==> src/rtl/ooo_read_responder.sv <==
// ooo_read_responder: AR/R read responder with per-request latency and out-of-order return.
//
// Each accepted request is parked in a slot with a latency counter. Once the counter
// reaches zero the slot becomes eligible. Eligible slots move, lowest index first, into a
// single R output register. At most one request per ID may be outstanding at a time: an ID
// counts as busy from its AR handshake until its R handshake.
//
// Ports:
//   clk, rst       clock; synchronous active-high reset
//   s_arid_i       request ID
//   s_arvalid_i    request valid
//   s_arready_o    request ready (a free slot exists and the ID is not busy)
//   s_rdata_o      response data (the acceptance sequence number of the request)
//   s_rid_o        response ID
//   s_rvalid_o     response valid
//   s_rready_i     response ready
//   outstanding_o  number of busy IDs
//
// Configuration macro OOO_RESPONDER_RANDOM_LAT_EN:
//   defined   -> latency = LFSR[LAT_BITS-1:0] + 1, sampled in the handshake cycle
//   undefined -> latency = FIXED_LAT and no LFSR is built
module ooo_read_responder #(
  parameter int unsigned DATA_WIDTH = 8,
  parameter int unsigned DEPTH      = 4,
  parameter int unsigned LAT_BITS   = 3,
  parameter int unsigned FIXED_LAT  = 3,
  parameter logic [7:0]  LFSR_SEED  = 8'hA5
) (
  input  logic                  clk,
  input  logic                  rst,
  input  logic [3:0]            s_arid_i,
  input  logic                  s_arvalid_i,
  output logic                  s_arready_o,
  output logic [DATA_WIDTH-1:0] s_rdata_o,
  output logic [3:0]            s_rid_o,
  output logic                  s_rvalid_o,
  input  logic                  s_rready_i,
  output logic [4:0]            outstanding_o
);

  localparam int unsigned IdxW = $clog2(DEPTH);
  localparam int unsigned FixW = $clog2(FIXED_LAT + 1);
  localparam int unsigned CntW = (LAT_BITS > FixW) ? LAT_BITS : FixW;

  if (DEPTH < 2 || DEPTH > 16 || FIXED_LAT < 1 || LFSR_SEED == 8'h00) begin : g_param_check
    $error("ooo_read_responder: parameter out of range");
  end

  // Slot table
  logic [DEPTH-1:0]      vld_q, vld_d;
  logic [3:0]            id_q   [DEPTH];
  logic [DATA_WIDTH-1:0] data_q [DEPTH];
  logic [CntW-1:0]       cnt_q  [DEPTH];

  logic [15:0]           busy_q, busy_d;
  logic [DATA_WIDTH-1:0] seq_q;

  // Output register
  logic                  rvalid_q;
  logic [3:0]            rid_q;
  logic [DATA_WIDTH-1:0] rdata_q;

  logic            free_any, elig_any;
  logic [IdxW-1:0] free_idx, elig_idx;
  logic            ar_hs, r_hs, sel;
  logic [CntW-1:0] lat_init;

`ifdef OOO_RESPONDER_RANDOM_LAT_EN
  logic [7:0] lfsr_q;

  // x^8+x^6+x^5+x^4+1, Fibonacci form; free-running so the order depends on arrival cycles
  always_ff @(posedge clk) begin
    if (rst) begin
      lfsr_q <= LFSR_SEED;
    end else begin
      lfsr_q <= {lfsr_q[6:0], lfsr_q[7] ^ lfsr_q[5] ^ lfsr_q[4] ^ lfsr_q[3]};
    end
  end

  // The counter holds L-1, so the slot becomes eligible L cycles after the handshake
  assign lat_init = CntW'(lfsr_q[LAT_BITS-1:0]);
`else
  assign lat_init = CntW'(FIXED_LAT - 1);
`endif

  // Scans use registered valids only, so a slot freed this cycle stays unusable until the next
  always_comb begin
    free_any = 1'b0;
    free_idx = '0;
    elig_any = 1'b0;
    elig_idx = '0;
    for (int unsigned i = 0; i < DEPTH; i++) begin
      if (!vld_q[i] && !free_any) begin
        free_any = 1'b1;
        free_idx = IdxW'(i);
      end
      if (vld_q[i] && (cnt_q[i] == '0) && !elig_any) begin
        elig_any = 1'b1;
        elig_idx = IdxW'(i);
      end
    end
  end

  assign s_arready_o = free_any && !busy_q[s_arid_i];
  assign ar_hs       = s_arvalid_i && s_arready_o;
  assign r_hs        = rvalid_q && s_rready_i;
  assign sel         = (!rvalid_q || r_hs) && elig_any;

  always_comb begin
    vld_d  = vld_q;
    busy_d = busy_q;
    if (sel) begin
      vld_d[elig_idx] = 1'b0;
    end
    if (ar_hs) begin
      vld_d[free_idx]  = 1'b1;
      busy_d[s_arid_i] = 1'b1;
    end
    // An AR handshake never targets a busy ID, so this cannot collide with the set above
    if (r_hs) begin
      busy_d[rid_q] = 1'b0;
    end
  end

  always_ff @(posedge clk) begin
    if (rst) begin
      vld_q    <= '0;
      busy_q   <= '0;
      seq_q    <= '0;
      rvalid_q <= 1'b0;
      rid_q    <= '0;
      rdata_q  <= '0;
    end else begin
      vld_q  <= vld_d;
      busy_q <= busy_d;
      if (ar_hs) begin
        seq_q <= seq_q + DATA_WIDTH'(1);
      end
      if (sel) begin
        rvalid_q <= 1'b1;
        rid_q    <= id_q[elig_idx];
        rdata_q  <= data_q[elig_idx];
      end else if (r_hs) begin
        rvalid_q <= 1'b0;
      end
    end
  end

  // Payload needs no reset: it is only observed through the slot valid bits
  always_ff @(posedge clk) begin
    for (int unsigned i = 0; i < DEPTH; i++) begin
      if (ar_hs && (free_idx == IdxW'(i))) begin
        id_q[i]   <= s_arid_i;
        data_q[i] <= seq_q;
        cnt_q[i]  <= lat_init;
      end else if (vld_q[i] && (cnt_q[i] != '0)) begin
        cnt_q[i] <= cnt_q[i] - CntW'(1);
      end
    end
  end

  always_comb begin
    outstanding_o = '0;
    for (int unsigned i = 0; i < 16; i++) begin
      outstanding_o = outstanding_o + 5'(busy_q[i]);
    end
  end

  assign s_rvalid_o = rvalid_q;
  assign s_rid_o    = rid_q;
  assign s_rdata_o  = rdata_q;

endmodule

==> config.mk <==
export PLATFORM = sky130hd
export DESIGN_NAME = ooo_read_responder
export DESIGN_NICKNAME = d
export VERILOG_FILES = /design/src/rtl/ooo_read_responder.sv
export SDC_FILE = /design/constraint.sdc
export NUM_CORES = 1
export LEC_CHECK = 0
export CORE_ASPECT_RATIO = 0.7
export CORE_UTILIZATION = 40
export CTS_CLUSTER_DIAMETER = 40
export DETAILED_ROUTE_END_ITERATION = 8
export DONT_BUFFER_PORTS = 1
export SETUP_SLACK_MARGIN = 0.5
export SYNTH_ARGS = -nofsm -noshare
export SYNTH_HDL_FRONTEND = slang
export SYNTH_SLANG_ARGS = --single-unit
==> constraint.sdc <==
create_clock -name clk -period 4.1 [get_ports clk]
set_input_delay 0.41 -clock clk [delete_from_list [all_inputs] [get_ports clk]]
set_output_delay 0.41 -clock clk [all_outputs]
set_load 0.005 [all_outputs]
==> impl_metrics.ini <==
[worst_setup_path]
worstPathArrival_ns = 3.53
worst_setup_path_end_kind = output pin
critPathMaxFanout = 2
start_kind = register
critPathRequiredTime_ns = 3.69
critical_path_class = reg2out

[synthesis]
syn_inst = 416
yosysUniqueCellTypes = 50
syn-mean-instance-area_um2 = 11.62
synth_seq_cells = 101
yosysTopAreaCellShare = 0.3729
synth_async_sr_flop_share = 0
synth-seq-area-share = 0.5427
synth-edff-count = 60
ys.flop_type = edfxtp_1
synthTopCellsByArea = edfxtp_1 (37%), dfxtp_1 (17%), fa_1 (4.1%), ha_1 (3.6%), a21oi_1 (2.9%)
synth.largest_area_cell = edfxtp_1
synth_area_mm2 = 0.004832
yosysWarnings = 0
synth_fp_nets = 448

[route]
drt-total-wl_mm = 11.02
dr.pass1.iters = 5
drc_errors = 0
viasPerCell = 5.652
vias = 3261
wl_per_cell_um = 19.10
initialDrtViolationCount = 180
ant_nets = 0

[floorplan]
die_h_um = 93.96
die_area_mm2 = 0.01253
core_mm2 = 0.01173
rows = 33
start_util = 0.4121
fp.dieW_um = 133.4
io_pins = 27

[power_and_ir_drop]
power_mw = 2.076
leakagePower_nw = 1.848
powerDensity_mw_per_mm2 = 392.1
vdd_drop_max_uv = 202.5

[sta]
fin_setup_tns_ns = 0
max_freq_mhz = 254.1
setup-violations-final = 0
tightestPinTransition_ns = 1.020
post-route-period-util = 0.9598
maxSlewViolCount = 0
min_period_ns = 3.935
clock_skew_ns = 0.009491
rsz0062_at_grt = yes
slew_headroom = 0.3174
hold_violations = 0

[run_status]
status = finished, final reports clean

[clocking]
h-tree-depth = 3
clockBufferDepth = 2
clk_latency_ns = 0.35
clock-sinks = 101
cts_tree = done
root_buffer = clkbuf_16
cts_hold_buf = 0
clk_pin_slew_ns = 0.07
numCtsBuffers = 9

[placement]
hpwlAfterDp_mm = 7.476
place_congestion = 0.8120
detailed_place.area_mm2 = 0.004962
portBuffers = 0

[cells_and_area]
area_growth_pct = 9.555
design_area_mm2 = 0.005294
drive_above_1_share = 0.1238
nets = 447
fillers = 1079
mostFrequentLayoutCell = edfxtp_1
final_cell_mix = edfxtp_1 (60), dfxtp_1 (36), inv_1 (35)
diodes = 0

[flow_run]
drv_cap = 0

[global_routing]
grt_overflow = 0
grt_pass1_vias = 3179
track_usage = 0.1869
grt_max_degree = 28
grt_pass1_wl_mm = 17.46
antenna_found_initial = 0

[worst_hold_path]
hold_path.class = in2reg
kinds of logic (layout without fill, tap and decap cells):
group / count (synthesis) / after routing / synth area share
compound gates: 99 / 99 / 0.1411
simple gates: 109 / 109 / 0.1240
fa+ha+maj: 24 / 24 / 0.07768
flops: 101 / 101 / 0.5427
buf+inv: 58 / 62 / 0.05360
xor+xnor: 3 / 3 / 0.005439
mux: 22 / 22 / 0.05541
timing repair:
action	CTS	global route
setup endpoints to repair	4	4
buffers inserted	2	0
resized for setup	12	2
hold endpoints to repair	0	0
pin swaps	7	2
synthesized netlist by cell type (all sizes together), types with 6 or more instances:
| library cell | n |
|---|---|
| edfxtp | 60 |
| and3 | 6 |
| nand3 | 11 |
| fa | 10 |
| dfxtp | 41 |
| a32oi | 8 |
| o21ai | 16 |
| a31oi | 6 |
| o22a | 8 |
| a22oi | 9 |
| nand4 | 9 |
| clkbuf | 10 |
| a221oi | 8 |
| inv | 37 |
| nor2b | 10 |
| mux2i | 11 |
| nor2 | 26 |
| buf | 10 |
| mux2 | 9 |
| ha | 14 |
| a21oi | 28 |
| nor3 | 11 |
| nand2 | 14 |
per-stage QoR:
step,setup WS (ns),hold WS (ns),cells,utilization
floorplan,0.5634,0.4527,416,-
detailed placement,0.3949,0.4837,559,0.4232
global placement,0.4625,0.4831,559,0.4232
CTS,0.1726,0.1094,577,0.4505
finish,0.1650,0.1208,577,0.4515
global route,0.05199,0.1049,577,0.4515
path summary, 6_finish.rpt:
check / from / slack (ns) / to / cells past startpoint
worst min register to register: busy_q[3] / 0.49 / busy_q[3] / 2
worst min-delay path: rst / 0.12 / seq_q[1] / 1
worst max-delay path: busy_q[11] / 0.16 / outstanding_o[4] / 10
worst max register to register: busy_q[7] / 1.39 / cnt_q[3][0] / 6
where the power goes:
part	total [mW]	switching (mW)	internal, mW	leakage (nW)
logic	0.130	0.0770	0.0527	0.829
registers	1.14	0.0272	1.11	0.893
clock network	0.809	0.389	0.421	0.126
worst max-delay path: stages (launching register included):
cell	delay [ns]
dfxtp_2	0.34
fa_1	0.53
inv_1	0.05
fa_1	0.52
fa_2	0.46
fa_1	0.51
inv_2	0.05
ha_4	0.16
fa_2	0.37
a21oi_2	0.12
nor2b_1	0.06
metal layers:
metal | routed length [um] | up-vias | track usage | part of all wire
met4 | 109 | 0 | 0.06155 | 0.0099
met3 | 526 | 12 | 0.04746 | 0.048
met5 | 0 | - | 0 | 0
li1 | - | 1539 | - | -
met2 | 5037 | 77 | 0.2826 | 0.46
met1 | 5344 | 1633 | 0.2608 | 0.49
cell type report:
class	count	area [um2]	area share
well taps	157	196.4	0.03711
clock buffers	11	232.7	0.04396
multi-input cells	257	1988	0.3756
flip-flops and latches	101	2629	0.4966
clock inverters	5	45.04	0.008509
repair buffers	8	60.06	0.01134
inverters	38	142.6	0.02694
flip-flops by register name, indices dropped and copies added, names as in the netlist:
name	cells
busy_q	16
cnt_q	12
data_q	32
id_q	16
s_rdata_o	8
s_rid_o	4
s_rvalid_o	1
seq_q	8
vld_q	4
No activity file was read; power rests on OpenSTA's default activity.
